<file path="src/rtl/lcd_timing_gen.sv">
// LCD/RGB timing generator: HSYNC/VSYNC/DE, pixel coordinates and latency-aligned RGB.
// Define LCD_TIMING_PATTERN_EN to build the colour-bar/checker/gradient test patterns.
module lcd_timing_gen #(
    parameter int H_ACTIVE  = 480,
    parameter int H_PULSE   = 4,
    parameter int H_BACK    = 43,
    parameter int H_FRONT   = 8,
    parameter int V_ACTIVE  = 272,
    parameter int V_PULSE   = 4,
    parameter int V_BACK    = 12,
    parameter int V_FRONT   = 8,
    parameter int HS_POL    = 0,
    parameter int VS_POL    = 0,
    parameter int CNT_W     = 12,
    parameter int DATA_LAT  = 1,
    parameter int BAR_SHIFT = 6
) (
    input  logic             clk,
    input  logic             reset,
    input  logic             ce,
    input  logic [1:0]       mode,
    input  logic [15:0]      rgb_in,
    output logic [CNT_W-1:0] x,
    output logic [CNT_W-1:0] y,
    output logic             req,
    output logic             hsync,
    output logic             vsync,
    output logic             de,
    output logic             frame_start,
    output logic [4:0]       lcd_r,
    output logic [5:0]       lcd_g,
    output logic [4:0]       lcd_b
);

    localparam int H_TOTAL = H_BACK + H_ACTIVE + H_FRONT;
    localparam int V_TOTAL = V_BACK + V_ACTIVE + V_FRONT;
    localparam logic [CNT_W-1:0] ONE    = CNT_W'(1);
    localparam logic [CNT_W-1:0] H_LAST = CNT_W'(H_TOTAL - 1);
    localparam logic [CNT_W-1:0] V_LAST = CNT_W'(V_TOTAL - 1);
    localparam logic [CNT_W-1:0] H_B    = CNT_W'(H_BACK);
    localparam logic [CNT_W-1:0] H_END  = CNT_W'(H_BACK + H_ACTIVE);
    localparam logic [CNT_W-1:0] V_B    = CNT_W'(V_BACK);
    localparam logic [CNT_W-1:0] V_END  = CNT_W'(V_BACK + V_ACTIVE);
    localparam logic [CNT_W-1:0] H_PW   = CNT_W'(H_PULSE);
    localparam logic [CNT_W-1:0] V_PW   = CNT_W'(V_PULSE);
    localparam logic HS_ON = (HS_POL != 0);
    localparam logic VS_ON = (VS_POL != 0);
`ifdef LCD_TIMING_PATTERN_EN
    localparam int XY_D = DATA_LAT;
`else
    localparam int XY_D = 0;
`endif

    logic [CNT_W-1:0] h, v;
    logic act_c, hs_c, vs_c, fs_c;
    logic [DATA_LAT:0] hs_p, vs_p, act_p, fs_p;
    logic [CNT_W-1:0] x_p [XY_D:0];
    logic [CNT_W-1:0] y_p [XY_D:0];
    logic [15:0] colour;

    always_ff @(posedge clk) begin
        if (reset) begin
            h <= '0;
            v <= '0;
        end else if (ce) begin
            if (h == H_LAST) begin
                h <= '0;
                v <= (v == V_LAST) ? '0 : v + ONE;
            end else begin
                h <= h + ONE;
            end
        end
    end

    always_comb begin
        act_c = (h >= H_B) && (h < H_END) && (v >= V_B) && (v < V_END);
        hs_c  = (h < H_PW);
        vs_c  = (v < V_PW);
        fs_c  = (h == '0) && (v == '0);
    end

    // Index 0 is the x/y stage; index DATA_LAT feeds the output register.
    always_ff @(posedge clk) begin
        if (reset) begin
            hs_p  <= '0;
            vs_p  <= '0;
            act_p <= '0;
            fs_p  <= '0;
            for (int i = 0; i <= XY_D; i++) begin
                x_p[i] <= '0;
                y_p[i] <= '0;
            end
        end else if (ce) begin
            hs_p[0]  <= hs_c;
            vs_p[0]  <= vs_c;
            act_p[0] <= act_c;
            fs_p[0]  <= fs_c;
            x_p[0]   <= act_c ? h - H_B : '0;
            y_p[0]   <= act_c ? v - V_B : '0;
            for (int i = 1; i <= DATA_LAT; i++) begin
                hs_p[i]  <= hs_p[i-1];
                vs_p[i]  <= vs_p[i-1];
                act_p[i] <= act_p[i-1];
                fs_p[i]  <= fs_p[i-1];
            end
            for (int i = 1; i <= XY_D; i++) begin
                x_p[i] <= x_p[i-1];
                y_p[i] <= y_p[i-1];
            end
        end
    end

    // req is a fetch strobe with no backpressure: upstream must present the
    // pixel for this x/y on rgb_in exactly DATA_LAT ce-cycles later.
    assign x   = x_p[0];
    assign y   = y_p[0];
    assign req = act_p[0];

`ifdef LCD_TIMING_PATTERN_EN
    logic [1:0]       mode_q;
    logic [CNT_W-1:0] pat_x, pat_y, bar;
    logic [2:0]       bar_idx;
    logic [4:0]       grad_b;
    logic             unused_hi;

    always_ff @(posedge clk) begin
        if (reset) mode_q <= 2'd0;
        else if (ce && fs_c) mode_q <= mode;
    end

    assign pat_x     = x_p[XY_D];
    assign pat_y     = y_p[XY_D];
    assign bar       = pat_x >> BAR_SHIFT;
    assign bar_idx   = (bar > CNT_W'(7)) ? 3'd7 : bar[2:0];
    assign grad_b    = 5'((pat_x[8:0] + pat_y[8:0]) >> 4);
    assign unused_hi = ^pat_y[CNT_W-1:9];

    always_comb begin
        colour = rgb_in;
        case (mode_q)
            2'd1: colour = {{5{bar_idx[2]}}, {6{bar_idx[1]}}, {5{bar_idx[0]}}};
            2'd2: colour = (pat_x[4] ^ pat_y[4]) ? 16'hFFFF : 16'h0000;
            2'd3: colour = {pat_x[7:3], pat_y[7:2], grad_b};
            default: colour = rgb_in;
        endcase
    end
`else
    logic unused_mode;
    assign unused_mode = ^mode;
    assign colour      = rgb_in;
`endif

    always_ff @(posedge clk) begin
        if (reset) begin
            hsync       <= ~HS_ON;
            vsync       <= ~VS_ON;
            de          <= 1'b0;
            frame_start <= 1'b0;
            {lcd_r, lcd_g, lcd_b} <= 16'h0;
        end else if (ce) begin
            hsync       <= hs_p[DATA_LAT] ? HS_ON : ~HS_ON;
            vsync       <= vs_p[DATA_LAT] ? VS_ON : ~VS_ON;
            de          <= act_p[DATA_LAT];
            frame_start <= fs_p[DATA_LAT];
            {lcd_r, lcd_g, lcd_b} <= act_p[DATA_LAT] ? colour : 16'h0;
        end
    end

endmodule
</file>
<file path="config.mk">
export PLATFORM = sky130hd
export DESIGN_NAME = lcd_timing_gen
export DESIGN_NICKNAME = d
export VERILOG_FILES = /design/src/rtl/lcd_timing_gen.sv
export SDC_FILE = /design/constraint.sdc
export NUM_CORES = 1
export LEC_CHECK = 0
export ABC_CLOCK_PERIOD_IN_PS = 3350
export CELL_PAD_IN_SITES_DETAIL_PLACEMENT = 2
export CELL_PAD_IN_SITES_GLOBAL_PLACEMENT = 2
export CORE_MARGIN = 8
export CORE_UTILIZATION = 35
export DETAILED_ROUTE_END_ITERATION = 10
export GPL_TIMING_DRIVEN = 0
export PLACE_DENSITY = 0.82
export SYNTH_ARGS = -nofsm -noshare
export SYNTH_HDL_FRONTEND = slang
export SYNTH_SLANG_ARGS = --single-unit
</file>
<file path="constraint.sdc">
create_clock -name clk -period 3.35 [get_ports clk]
set_input_delay 0.335 -clock clk [delete_from_list [all_inputs] [get_ports clk]]
set_output_delay 0.335 -clock clk [all_outputs]
set_load 0.03 [all_outputs]
</file>
## Word-level counts from Yosys, hierarchy flattened

Memories as Yosys holds them, arrays and structs flattened.
Index checks and enable logic that the tools add are counted.
W data, S select, Z words.

| operators by class | value |
|---|---|
| add/subtract/negate cells | 4 |
| multiply operators | 0 |
| div/mod/pow operators | 0 |
| magnitude comparators | 6 |
| eq/ne operators | 2 |
| shifts and indexed selects | 0 |
| multiplexer cells | 16 |
| bitwise gates (word level) | 0 |
| reduce and logical (&&, ||, !) cells | 9 |

Operators with widths:

| kind | count |
|---|---|
| $mux W12 | 6 |
| $add A12 B1 Y12 const B | 2 |
| $logic_not A12 Y1 | 2 |
| $lt A12 B3 Y1 const B | 2 |
| $reduce_or A12 Y1 | 2 |
| $mux W16 | 1 |
| $eq A12 B10 Y1 const B | 1 |
| $eq A12 B9 Y1 const B | 1 |
| $ge A12 B4 Y1 const B | 1 |
| $ge A12 B6 Y1 const B | 1 |
| $lt A12 B10 Y1 const B | 1 |
| $lt A12 B9 Y1 const B | 1 |
| $sub A12 B4 Y12 const B | 1 |
| $sub A12 B6 Y12 const B | 1 |
| $mux W1 | 9 |
| $logic_and A1 B1 Y1 | 4 |
| $reduce_and A2 Y1 | 1 |

| storage, ports and cells | value |
|---|---|
| register bits after elaboration | 52 |
| bits in latches | 0 |
| RAM bits | 24 |
| memory bits (read-only) | 0 |
| input port bits | 21 |
| output and inout bits | 45 |
| word-level logic and storage cells | 52 |
| memories kept | 2 |

Memories:

| memory | words | bits a word | rd ports | clocked after Yosys merged registers in | write ports | line | text |
|---|---|---|---|---|---|---|---|
| x_p | 1 | 12 | 1 | 0 | 1 | 57 | `logic [CNT_W-1:0] x_p [XY_D:0];` |
| y_p | 1 | 12 | 1 | 0 | 1 | 58 | `logic [CNT_W-1:0] y_p [XY_D:0];` |

## Depth between registers and ports, before layout

| logic depth | value |
|---|---|
| word-level depth | 6 |
| gate-level depth with buffers | 8 |
| gate-level depth less buffers | 6 |

## Worst setup path before layout

Ideal clock, no wire load.

| timing path | value |
|---|---|
| path type | flip-flop to flip-flop |
| from | reg h[0] |
| to | mem x_p[0][5] (data pin) |
| setup time | 262 ps |
| arrival time | 1670 ps |
| required time | 3088 ps |
| setup slack | 1418 ps |
| stages on the path, launching flop included | 7 |
| path buffers | 1 |
| path through | dfxtp_1 ha_1 o21ai_0 a21oi_1 o22ai_1 buf_2 nor3_2 |

| between the ends | value |
|---|---|
| word-level cells in the longest chain between the ends | 6 |
| elaborated cells between the ends (all ways) | 8 |

RTL lines:

| what | line | text |
|---|---|---|
| from (decl) | 54 | `logic [CNT_W-1:0] h, v;` |
| from (signal assigned) | 70 | `h <= h + ONE;` |
| $ge A12 B6 Y1 / $lt A12 B10 Y1 (equally long branches) | 76 | `act_c = (h >= H_B) && (h < H_END) && (v >= V_B) && (v < V_END);` |
| $logic_and A1 B1 Y1 (3 in a row) | 76 |  |
| $mux W12 * | 98 | `x_p[0] <= act_c ? h - H_B : '0;` |
| $mux W12 (no line) * | - |  |
| to (decl) | 57 |  |

Mark *: on every way between the ends. The rest lies on a longest branch, timed or not.

## Worst setup path after layout

| timing path | value |
|---|---|
| from | reg h[0] |
| to | mem y_p[0][11] (data pin) |

| between the ends | value |
|---|---|
| word-level cells in the longest chain between the ends | 6 |
| elaborated cells between the ends (all ways) | 7 |

RTL lines:

| what | line | text |
|---|---|---|
| $ge A12 B6 Y1 / $lt A12 B10 Y1 (equally long branches) | 76 |  |
| $logic_and A1 B1 Y1 * (3 in a row) | 76 |  |
| $mux W12 * | 99 | `y_p[0] <= act_c ? v - V_B : '0;` |
| $mux W12 (no line) * | - |  |
| to (decl) | 58 |  |

Marks and branches as above.

==> run metrics <==
vias in the first global route=3233; largest net degree at the start of global routing=25; Max VDD drop=0.198 mV; clk slew on worst S/H paths=0.08 ns; area fraction of the dominant cell type after synthesis=0.293; CTS tree=built; R2R cell count=6; EDFF count, synth=24; f_max=385 MHz; DRT antenna net count=0; I/O pins=66; Pleak=1.63 nW; top cells by area, synth=dfxtp_1, edfxtp_1, nor3_2; slowest stage delay, CP=0.43 ns; Mapped Avg Cell Area=10.3 µm²; post-cts sizing count=0; chip height=117 µm; Starting Density=0.353; Post-Syn Area=3560 µm²; min setup slack post-route=0.750 ns; initial antenna violation count=0; reg-to-reg slack, setup=0.75 ns; Port Buf Inserts=63; HP Class=flop to flop; drc violations=0; worst-path cell chain=ha_1 -> o21ai_0 -> a21oi_1 -> o22ai_1 -> buf_2 -> nor3_1; first-pass GRT wire length=17.6 mm; Hold Path Stages=1; worst min-delay path startpoint=de$_SDFFE_PP0P_; Total GRT Usage=0.167; gpl congestion=0.753; Reg2Reg Launch Point=h[0]$_SDFFE_PP0P_; Crit Path Category=flop to flop; H-tree levels=3; critical path startpoint category=flop; Avg WL per Cell=19.2 µm; dpl hpwl=8.05 mm; sequential-to-total area share from yosys stat=0.495; TNS Setup=0 ns; Final Cycle Share=0.776; Synth Instances=345; Clock Latency Late Sink=0.35 ns; cell type of the slowest stage on the worst timing path=o21ai_0; CTS sink count=76; Final #Nets=449; Worst-Margin Slew=0.879 ns; min cycle time layout=2.60 ns; final hold violation count=0; area added between synthesis and finish=28.7%; hold buffers post-CTS=0; Synth Flop Type=dfxtp_1; DIE AREA=13600 µm²; Core Region=10100 µm²; ratio of cells with drive above 1 in the final layout=0.129; Worst Skew=0.0114 ns; worst-path fanout max=10; r2r endpoint=y_p[0][11]$_SDFFCE_PN0P_; Synth cell types=45; MaxCap Viol Count=0; synth warn=0; vias post-DR=2911; Setup Buffers After CTS=0; Pwr per Cell Area=430 nW/µm²; CP endpoint kind=flop; asr flop ratio synth=0; max-slew violation count=0; drt pass-1 iters=4; FP Rows=37; RSZ-0062 raised after global routing=false; 1st-iter DRT viols=85; Worst EP required=3.44 ns; CTS buffer count=9; final wirelength=10.8 mm; FF+latch count, synth=76; run status=completed; CTS root buf=clkbuf_8; worst slack, placed=0.454 ns; final setup fails=0; CTS max path bufs=2; total grt overflow=0; leading area contributor after synthesis=dfxtp_1; Slew headroom=0.413; diode count=0; crit path DAT=2.69 ns; vias per inst=5.19; hold endpoint=de$_SDFFE_PP0P_; Horiz. Die Dim=117 µm
## synth_stat cells (8+ instances only)
cell type   n
a21oi_1    11
a22o_1     16
buf_2       9
clkbuf_1   13
dfxtp_1    52
edfxtp_1   24
ha_1        8
inv_1      15
nand2_1    24
nand4_1    12
nor2_1     25
nor3_1     12
nor3_2     19
xnor2_1    14
xor2_1      9
## power breakdown
group | internal (mW) | switching [mW]
registers | 0.973 | 0.0173
clock network | 0.420 | 0.358
logic | 0.0800 | 0.120
## worst max-delay path, delay by kind of cell (launching register included)
kind / cells / cell delay, ns
compound gates: 3 / 1.09
flops: 1 / 0.42
fa+ha+maj: 1 / 0.38
buf+inv: 1 / 0.34
simple gates: 1 / 0.11
## cells in the final DEF (no fill, tap or decap), types with 4 or more instances in the layout
cell type         n
clkdlybuf4s50_1  63
nand4_1          12
nor2_1           25
o31ai_1           6
inv_1            15
clkbuf_1         14
o31ai_2           4
nand2_1          24
nor3_1           12
dfxtp_1          52
a21oi_1          11
buf_2             9
xor2_1            9
a22o_1           16
o211ai_1          6
nand3_1           5
and3_1            5
or4_1             6
ha_1              8
o21ai_0           6
mux2i_1           6
xnor2_1          14
clkbuf_8          9
edfxtp_1         24
nor3_2           19
or3_1             4
## cell families (layout without fill, tap and decap cells)
group / count (synthesis) / after routing / synth area share
xor+xnor: 23 / 23 / 0.0566
compound gates: 61 / 61 / 0.129
mux: 6 / 6 / 0.0169
flops: 76 / 76 / 0.495
fa+ha+maj: 8 / 8 / 0.0281
buf+inv: 43 / 122 / 0.0549
simple gates: 127 / 127 / 0.219
other cells: 1 / 2 / 0.00105
## registers in the layout, summed over array words and instances, names as in the netlist
register / cells
vsync: 1
h: 12
v: 12
lcd_g: 6
vs_p: 2
hs_p: 2
frame_start: 1
lcd_b: 5
y_p: 12
hsync: 1
de: 1
fs_p: 2
x_p: 12
lcd_r: 5
act_p: 2
## routing by layer
layer,share of wire,vias up,global-route usage
li1,-,1390,-
met1,0.42,1439,0.192
met2,0.50,69,0.292
met3,0.065,13,0.0554
met4,0.014,0,0.0469
met5,0,-,0
## stage by stage
stage          instance area, µm²  std cells  power, mW  hold slack [ns]   util
2_1_floorplan                3560        346       1.12            0.422      -
6_report                     4580        561       1.97            0.472  0.454
4_1_cts                      4580        561       1.98            0.477  0.454
3_3_place_gp                 4360        545       1.20            0.434  0.432
5_1_grt                      4580        561       2.05            0.484  0.454
3_5_place_dp                 4360        545       1.21            0.456  0.432
## worst max-delay path by stage
stage / startpoint / end / slack [ns]
after floorplan: h[0]$_SDFFE_PP0P_ / x_p[0][5]$_SDFFCE_PN0P_ / 1.42
after global placement: ce / y_p[0][7]$_SDFFCE_PN0P_ / 0.56
after detailed placement: ce / y_p[0][6]$_SDFFCE_PN0P_ / 0.45
after CTS: h[0]$_SDFFE_PP0P_ / y_p[0][11]$_SDFFCE_PN0P_ / 0.70
after global routing: h[0]$_SDFFE_PP0P_ / y_p[0][11]$_SDFFCE_PN0P_ / 0.61
final: h[0]$_SDFFE_PP0P_ / y_p[0][11]$_SDFFCE_PN0P_ / 0.75
## layout make-up
type | count | area [µm²]
repair buffers | 63 | 631
plain buffers | 27 | 135
fillers | 1090 | 5510
inverters | 16 | 60.1
clock inverters | 6 | 88.8
well taps | 136 | 170
multi-input cells | 227 | 1610
flip-flops and latches | 76 | 1760
clock buffers | 10 | 128
Note: power is estimated with default switching activity, not from simulation.
